--- config.mk ---
export PLATFORM = sky130hd
export DESIGN_NAME = demux_a_unpack_flat
export DESIGN_NICKNAME = d
export VERILOG_FILES = /design/src/rtl/demux_a_unpack_if.sv /design/src/rtl/demux_a_unpack.sv /design/src/flat_wrapper.sv
export SDC_FILE = /design/constraint.sdc
export NUM_CORES = 1
export LEC_CHECK = 0
export CAP_MARGIN = 20
export CORE_MARGIN = 1.5
export CORE_UTILIZATION = 43
export CTS_CLUSTER_SIZE = 30
export DETAILED_ROUTE_END_ITERATION = 10
export PLACE_DENSITY_LB_ADDON = 0.15
export SYNTH_ARGS = -nofsm -noshare
export SYNTH_HDL_FRONTEND = slang
export SYNTH_SLANG_ARGS = --single-unit
--- constraint.sdc ---
create_clock -name clk -period 2 [get_ports clk]
set_input_delay 0.4 -clock clk [delete_from_list [all_inputs] [get_ports clk]]
set_output_delay 0.4 -clock clk [all_outputs]
set_load 0.05 [all_outputs]
--- src/rtl/demux_a_unpack_if.sv ---
// Handshake bundle for demux_a_unpack: 2*DATA_W word side, DATA_W beat side, debug status.
// Optional out_par exists only when DEMUX_A_UNPACK_PARITY_EN is defined.
interface demux_a_unpack_if #(
  parameter int DATA_W = 16,
  parameter int CNT_W  = 8
);
  logic                  in_valid;
  logic                  in_ready;
  logic [2*DATA_W-1:0]   in_data;
  logic                  sel;
  logic                  out_valid;
  logic                  out_ready;
  logic [DATA_W-1:0]     out_data;
  logic                  out_last;
  logic                  busy;
  logic [CNT_W-1:0]      words_done;
`ifdef DEMUX_A_UNPACK_PARITY_EN
  logic                  out_par;
`endif

  modport master (
    output in_valid, in_data, sel, out_ready,
    input  in_ready, out_valid, out_data, out_last, busy, words_done
`ifdef DEMUX_A_UNPACK_PARITY_EN
    , input out_par
`endif
  );

  modport slave (
    input  in_valid, in_data, sel, out_ready,
    output in_ready, out_valid, out_data, out_last, busy, words_done
`ifdef DEMUX_A_UNPACK_PARITY_EN
    , output out_par
`endif
  );
endinterface

--- src/rtl/demux_a_unpack.sv ---
// Splits a 2*DATA_W word into one (sel=0, low half) or two DATA_W beats; 1-cycle registered latency,
// stalls hold the beat while out_ready=0, last beat may overlap the next accept. Macro DEMUX_A_UNPACK_PARITY_EN adds out_par.
module demux_a_unpack #(
  parameter int DATA_W    = 16,
  parameter bit LSB_FIRST = 1'b1,
  parameter int CNT_W     = 8
) (
  input  logic             clk,
  input  logic             rst_n,
  demux_a_unpack_if.slave  bus
);
  typedef enum logic [1:0] {S_IDLE = 2'd0, S_FIRST = 2'd1, S_SECOND = 2'd2} state_t;

  localparam logic [CNT_W-1:0] CNT_ONE = {{(CNT_W-1){1'b0}}, 1'b1};

  state_t                r_state;
  state_t                w_state_nxt;
  logic [2*DATA_W-1:0]   r_word;
  logic                  r_sel;
  logic                  r_out_valid;
  logic                  r_out_last;
  logic [DATA_W-1:0]     r_out_data;
  logic [CNT_W-1:0]      r_words_done;

  logic                  w_out_hs;
  logic                  w_word_done;
  logic                  w_in_ready;
  logic                  w_accept;
  logic                  w_beat_load;
  logic [DATA_W-1:0]     w_beat_nxt;
  logic                  w_last_nxt;

  assign w_out_hs    = r_out_valid & bus.out_ready;
  assign w_word_done = w_out_hs & r_out_last;
  // A new word may load in the same cycle the last beat of the current one leaves.
  assign w_in_ready  = (r_state == S_IDLE) | w_word_done;
  assign w_accept    = bus.in_valid & w_in_ready;

  always_comb begin
    w_state_nxt = r_state;
    unique case (r_state)
      S_IDLE:   if (w_accept) w_state_nxt = S_FIRST;
      S_FIRST:  if (w_out_hs) begin
                  if (r_sel)         w_state_nxt = S_SECOND;
                  else if (w_accept) w_state_nxt = S_FIRST;
                  else               w_state_nxt = S_IDLE;
                end
      S_SECOND: if (w_out_hs) w_state_nxt = w_accept ? S_FIRST : S_IDLE;
      default:  w_state_nxt = S_IDLE;
    endcase
  end

  always_comb begin
    w_beat_load = 1'b0;
    w_beat_nxt  = r_out_data;
    w_last_nxt  = r_out_last;
    if (w_accept) begin
      w_beat_load = 1'b1;
      w_beat_nxt  = (bus.sel && !LSB_FIRST) ? bus.in_data[2*DATA_W-1:DATA_W]
                                            : bus.in_data[DATA_W-1:0];
      w_last_nxt  = ~bus.sel;
    end else if ((r_state == S_FIRST) && r_sel && w_out_hs) begin
      w_beat_load = 1'b1;
      w_beat_nxt  = LSB_FIRST ? r_word[2*DATA_W-1:DATA_W] : r_word[DATA_W-1:0];
      w_last_nxt  = 1'b1;
    end
  end

  always_ff @(posedge clk or negedge rst_n) begin
    if (!rst_n) begin
      r_state      <= S_IDLE;
      r_word       <= '0;
      r_sel        <= 1'b0;
      r_out_valid  <= 1'b0;
      r_out_last   <= 1'b0;
      r_out_data   <= '0;
      r_words_done <= '0;
    end else begin
      r_state     <= w_state_nxt;
      r_out_valid <= (w_state_nxt != S_IDLE);
      if (w_accept) begin
        r_word <= bus.in_data;
        r_sel  <= bus.sel;
      end
      if (w_beat_load) begin
        r_out_data <= w_beat_nxt;
        r_out_last <= w_last_nxt;
      end
      if (w_word_done) r_words_done <= r_words_done + CNT_ONE;
    end
  end

`ifdef DEMUX_A_UNPACK_PARITY_EN
  logic r_out_par;
  always_ff @(posedge clk or negedge rst_n) begin
    if (!rst_n)           r_out_par <= 1'b0;
    else if (w_beat_load) r_out_par <= ^w_beat_nxt;
  end
  assign bus.out_par = r_out_par;
`endif

  assign bus.in_ready   = w_in_ready;
  assign bus.out_valid  = r_out_valid;
  assign bus.out_data   = r_out_data;
  assign bus.out_last   = r_out_last;
  assign bus.busy       = (r_state != S_IDLE);
  assign bus.words_done = r_words_done;
endmodule

--- src/flat_wrapper.sv ---
// flat-port wrapper written by rule: the top's interface ports become plain ports
module demux_a_unpack_flat 
#(
  parameter int DATA_W    = 16,
  parameter bit LSB_FIRST = 1'b1,
  parameter int CNT_W     = 8
)
  (clk, rst_n, bus_in_valid, bus_in_data, bus_sel, bus_out_ready, bus_in_ready, bus_out_valid, bus_out_data, bus_out_last, bus_busy, bus_words_done);
  demux_a_unpack_if #(.DATA_W(DATA_W), .CNT_W(CNT_W)) bus_i ();
  input  logic clk;
  input  logic rst_n;
  input wire logic [$bits(bus_i.in_valid)-1:0] bus_in_valid;
  input wire logic [$bits(bus_i.in_data)-1:0] bus_in_data;
  input wire logic [$bits(bus_i.sel)-1:0] bus_sel;
  input wire logic [$bits(bus_i.out_ready)-1:0] bus_out_ready;
  output wire logic [$bits(bus_i.in_ready)-1:0] bus_in_ready;
  output wire logic [$bits(bus_i.out_valid)-1:0] bus_out_valid;
  output wire logic [$bits(bus_i.out_data)-1:0] bus_out_data;
  output wire logic [$bits(bus_i.out_last)-1:0] bus_out_last;
  output wire logic [$bits(bus_i.busy)-1:0] bus_busy;
  output wire logic [$bits(bus_i.words_done)-1:0] bus_words_done;
  assign bus_i.in_valid = bus_in_valid;
  assign bus_i.in_data = bus_in_data;
  assign bus_i.sel = bus_sel;
  assign bus_i.out_ready = bus_out_ready;
  assign bus_in_ready = bus_i.in_ready;
  assign bus_out_valid = bus_i.out_valid;
  assign bus_out_data = bus_i.out_data;
  assign bus_out_last = bus_i.out_last;
  assign bus_busy = bus_i.busy;
  assign bus_words_done = bus_i.words_done;
  demux_a_unpack #(.DATA_W(DATA_W), .LSB_FIRST(LSB_FIRST), .CNT_W(CNT_W)) u_core (.clk(clk), .rst_n(rst_n), .bus(bus_i));
endmodule
==> summary.md, run 1 <==
| Metric | Value |
|---|---|
| First-pass GRT wire length | 8220 µm |
| Number of vias per cell | 5.31 |
| Hold Vio Cnt, Final | 0 |
| Worst min path class | primary input to async pin |
| Vias | 1783 |
| Post-synth EDFFs | 0 |
| Post-synth top area share | 0.515 |
| DRC violations left | 0 |
| Net Count, Synth | 237 |
| Clock-pin slew on the worst setup and hold paths | 0.08 ns |
| Final WL | 4990 µm |
| Sequential Power Share | 0.313 |
| Fin. max-slew vios | 0 |
| Clock Path Buffers | 2 |
| Tmin final | 1.94 ns |
| Most frequent cell after synthesis | dfrtp_1 |
| Async S/R FF share, synth | 1.00 |
| Core region area | 4820 µm² |
| Initial antenna violation count | 0 |
| H-tree depth | 2 |
| CP Data Arrival Time | 1.54 ns |
| Clock Latency Late Sink | 0.29 ns |
| Register bit count reported by yosys | 45 |
| Hold-fix buffers at CTS | 0 |
| Placement Cell Area | 2970 µm² |
| Switching Power | 2.43 mW |
| Initial Util | 0.454 |
| Worst-margin pin slew | 0.526 ns |
| Buffer and inverter count on the worst path | 1 |
| GP Congestion | 0.817 |
| CTS root buf | clkbuf_8 |
| Grt total ovfl | 0 |
| Iteration-0 DRC Markers | 108 |
| Final setup TNS | 0 ns |
| Crit path max-delay family | buffers and inverters |
| DP Wirelength | 3560 µm |
| Die H | 74.3 µm |
| Synthesis Warnings | 0 |
| CTS tree | built |
| Cell Rows | 25 |
| Top_reg_cell synth | dfrtp_1 |
| Critical-path maximum fanout | 7 |
| Cells along the critical path | clkdlybuf4s50_1 |
| Max Freq | 514 MHz |
| Data required time of the critical path | 1.60 ns |
| Final Skew | 0.00352 ns |
| DRT Pass-1 Iters | 4 |
| Worst path slowest cell | clkdlybuf4s50_1 |
| Seq/Total Area, Yosys | 0.515 |
| Final setup fails | 0 |
| Critical path class | register to output port |
| Crit path capture type | output port |
| Detail Route Antenna Nets | 0 |
| Clock power share | 0.130 |
| Cell taking the most area after synthesis | dfrtp_1 |
| Worst vdd ir | 0.818 mV |
| Vias in the first global route | 1701 |
| Largest net degree at the start of global routing | 34 |
| Number of diodes | 0 |
| IO Port Bufs | 64 |
| Combinational power share | 0.558 |
| Filler cells | 420 |
| Power per cell area | 1760 nW/µm² |
| Sw Ratio | 0.447 |
| Leak | 1.33 nW |
| Nets@finish | 306 |
| Cell Area, Synth | 2190 µm² |
| Status | finished, final reports clean |
| Fin crit share | 0.972 |
| Synth top area cells | dfrtp_1 (51%), mux2_4 (6.9%), a211oi_1 (5.5%), a31oi_1 (4.6%), or3_1 (4.6%) |
| Unique masters post-synth | 36 |
| Total CTS buffers | 5 |
| CP peak stage delay | 0.83 ns |
| Ratio of cells with drive above 1 in the final layout | 0.167 |
| IO Pins | 65 |
| CP Launch Type | register |
| Post-synthesis average cell area | 11.0 µm² |
| Die ar. | 5520 µm² |
| RSZ-0062 raised after global routing | no |
| WL/cell | 14.9 µm |
| Internal | 3.01 mW |
| Die Span X | 74.3 µm |
| Slew HR | 0.648 |
| Fin area | 3100 µm² |
| Mapped Cells | 199 |
| Post-synth top cells | dfrtp_1 (45), inv_1 (17), o21ai_0 (17) |
| GRT Util Overall | 0.194 |
| Sinks on the clock net | 45 |
| Area Growth Syn to Fin | 41.5% |
| Max-Cap Viols | 0 |
[path summary, 6_finish.rpt]
kind,from,to,slack [ns],cells past startpoint
setup reg to reg,u_core.r_state[1],u_core.bus.out_data[2],0.47,4
setup / recovery,u_core.bus.out_last,bus_out_last,0.06,1
hold / removal,rst_n,u_core.bus.out_data[3],0.04,1
hold reg to reg,u_core.bus.words_done[7],u_core.bus.words_done[7],0.48,1
max in group asynchronous,rst_n,u_core.bus.out_last,1.46,2
min in group clk,u_core.bus.words_done[7],u_core.bus.words_done[7],0.48,1
[registers in the layout, indices dropped and copies added (netlist names)]
name,flops
u_core.r_sel,1
u_core.r_state,2
u_core.bus.words_done,8
u_core.bus.out_valid,1
u_core.r_word,16
u_core.bus.out_last,1
u_core.bus.out_data,16
[final cells by class]
class                           instances  area, µm²  area share
Sequential cell                        45       1130       0.365
Multi-Input combinational cell        121        913       0.295
Timing Repair Buffer                   75        778       0.251
Clock buffer                            7       86.3      0.0279
Tap cell                               67       83.8      0.0271
Inverter                               20       75.1      0.0243
Clock inverter                          1       30.0     0.00970
[power groups by stage]
stage | Clock [mW] | Combinational [mW] | Sequential, mW
2_1_floorplan | 0 | 1.26 | 2.44
3_3_place_gp | 0 | 3.00 | 1.70
3_5_place_dp | 0 | 3.04 | 1.71
4_1_cts | 0.723 | 3.05 | 1.69
5_1_grt | 0.762 | 3.22 | 1.76
6_report | 0.706 | 3.03 | 1.70
[layout by cell type, fill, tap and decap left out, types with 4 or more instances in the layout]
cell type        netlist  final
nand4_1                4      4
mux2_2                 5      5
mux2_4                10     10
xnor2_1                4      4
clkdlybuf4s50_1        0     58
nand2_1                8      8
buf_12                 0      5
dfrtp_1               45     43
or3_1                 16     16
a31oi_1               16     16
o21ai_0               17     17
buf_4                  0      9
inv_1                 17     17
clkbuf_8               0      6
a211oi_1              16     16
[what timing repair did]
action	4_1_cts	5_1_grt
gates resized for setup	0	3
setup buffers	0	0
endpoints found under the setup margin	0	3
[metrics by stage]
step / total power [mW] / util / cells / worst slack, ns / hold slack [ns]
4_1_cts: 5.46 / 0.641 / 336 / 0.0363 / 0.0414
2_1_floorplan: 3.70 / - / 199 / 0.131 / 0.104
3_3_place_gp: 4.70 / 0.616 / 328 / 0.0497 / 0.370
3_5_place_dp: 4.74 / 0.616 / 328 / 0.0189 / 0.364
6_report: 5.44 / 0.643 / 336 / 0.0556 / 0.0353
5_1_grt: 5.74 / 0.643 / 336 / 0.0167 / 0.0558
[routing by layer]
metal / up-vias / part of all wire / GRT usage
li1: 856 / - / -
met1: 862 / 0.45 / 0.267
met2: 58 / 0.48 / 0.310
met3: 7 / 0.056 / 0.0474
met4: 0 / 0.0092 / 0.0485
met5: - / 0 / 0
[logic make-up after synthesis]
| kind of cell | Yosys count | synth area share |
|---|---|---|
| compound gates | 57 | 0.171 |
| xor+xnor | 7 | 0.0280 |
| fa+ha+maj | 1 | 0.00572 |
| buf+inv | 33 | 0.0698 |
| flops | 45 | 0.515 |
| mux | 18 | 0.109 |
| simple gates | 38 | 0.101 |
Note: power is estimated with default switching activity, not from simulation.
==> run 2, diff against run 1 <==
- CTS_CLUSTER_SIZE: 30 -> 20
==> results of run 2 <==
The final DEF is identical to that of run 1; final timing and power are the same.
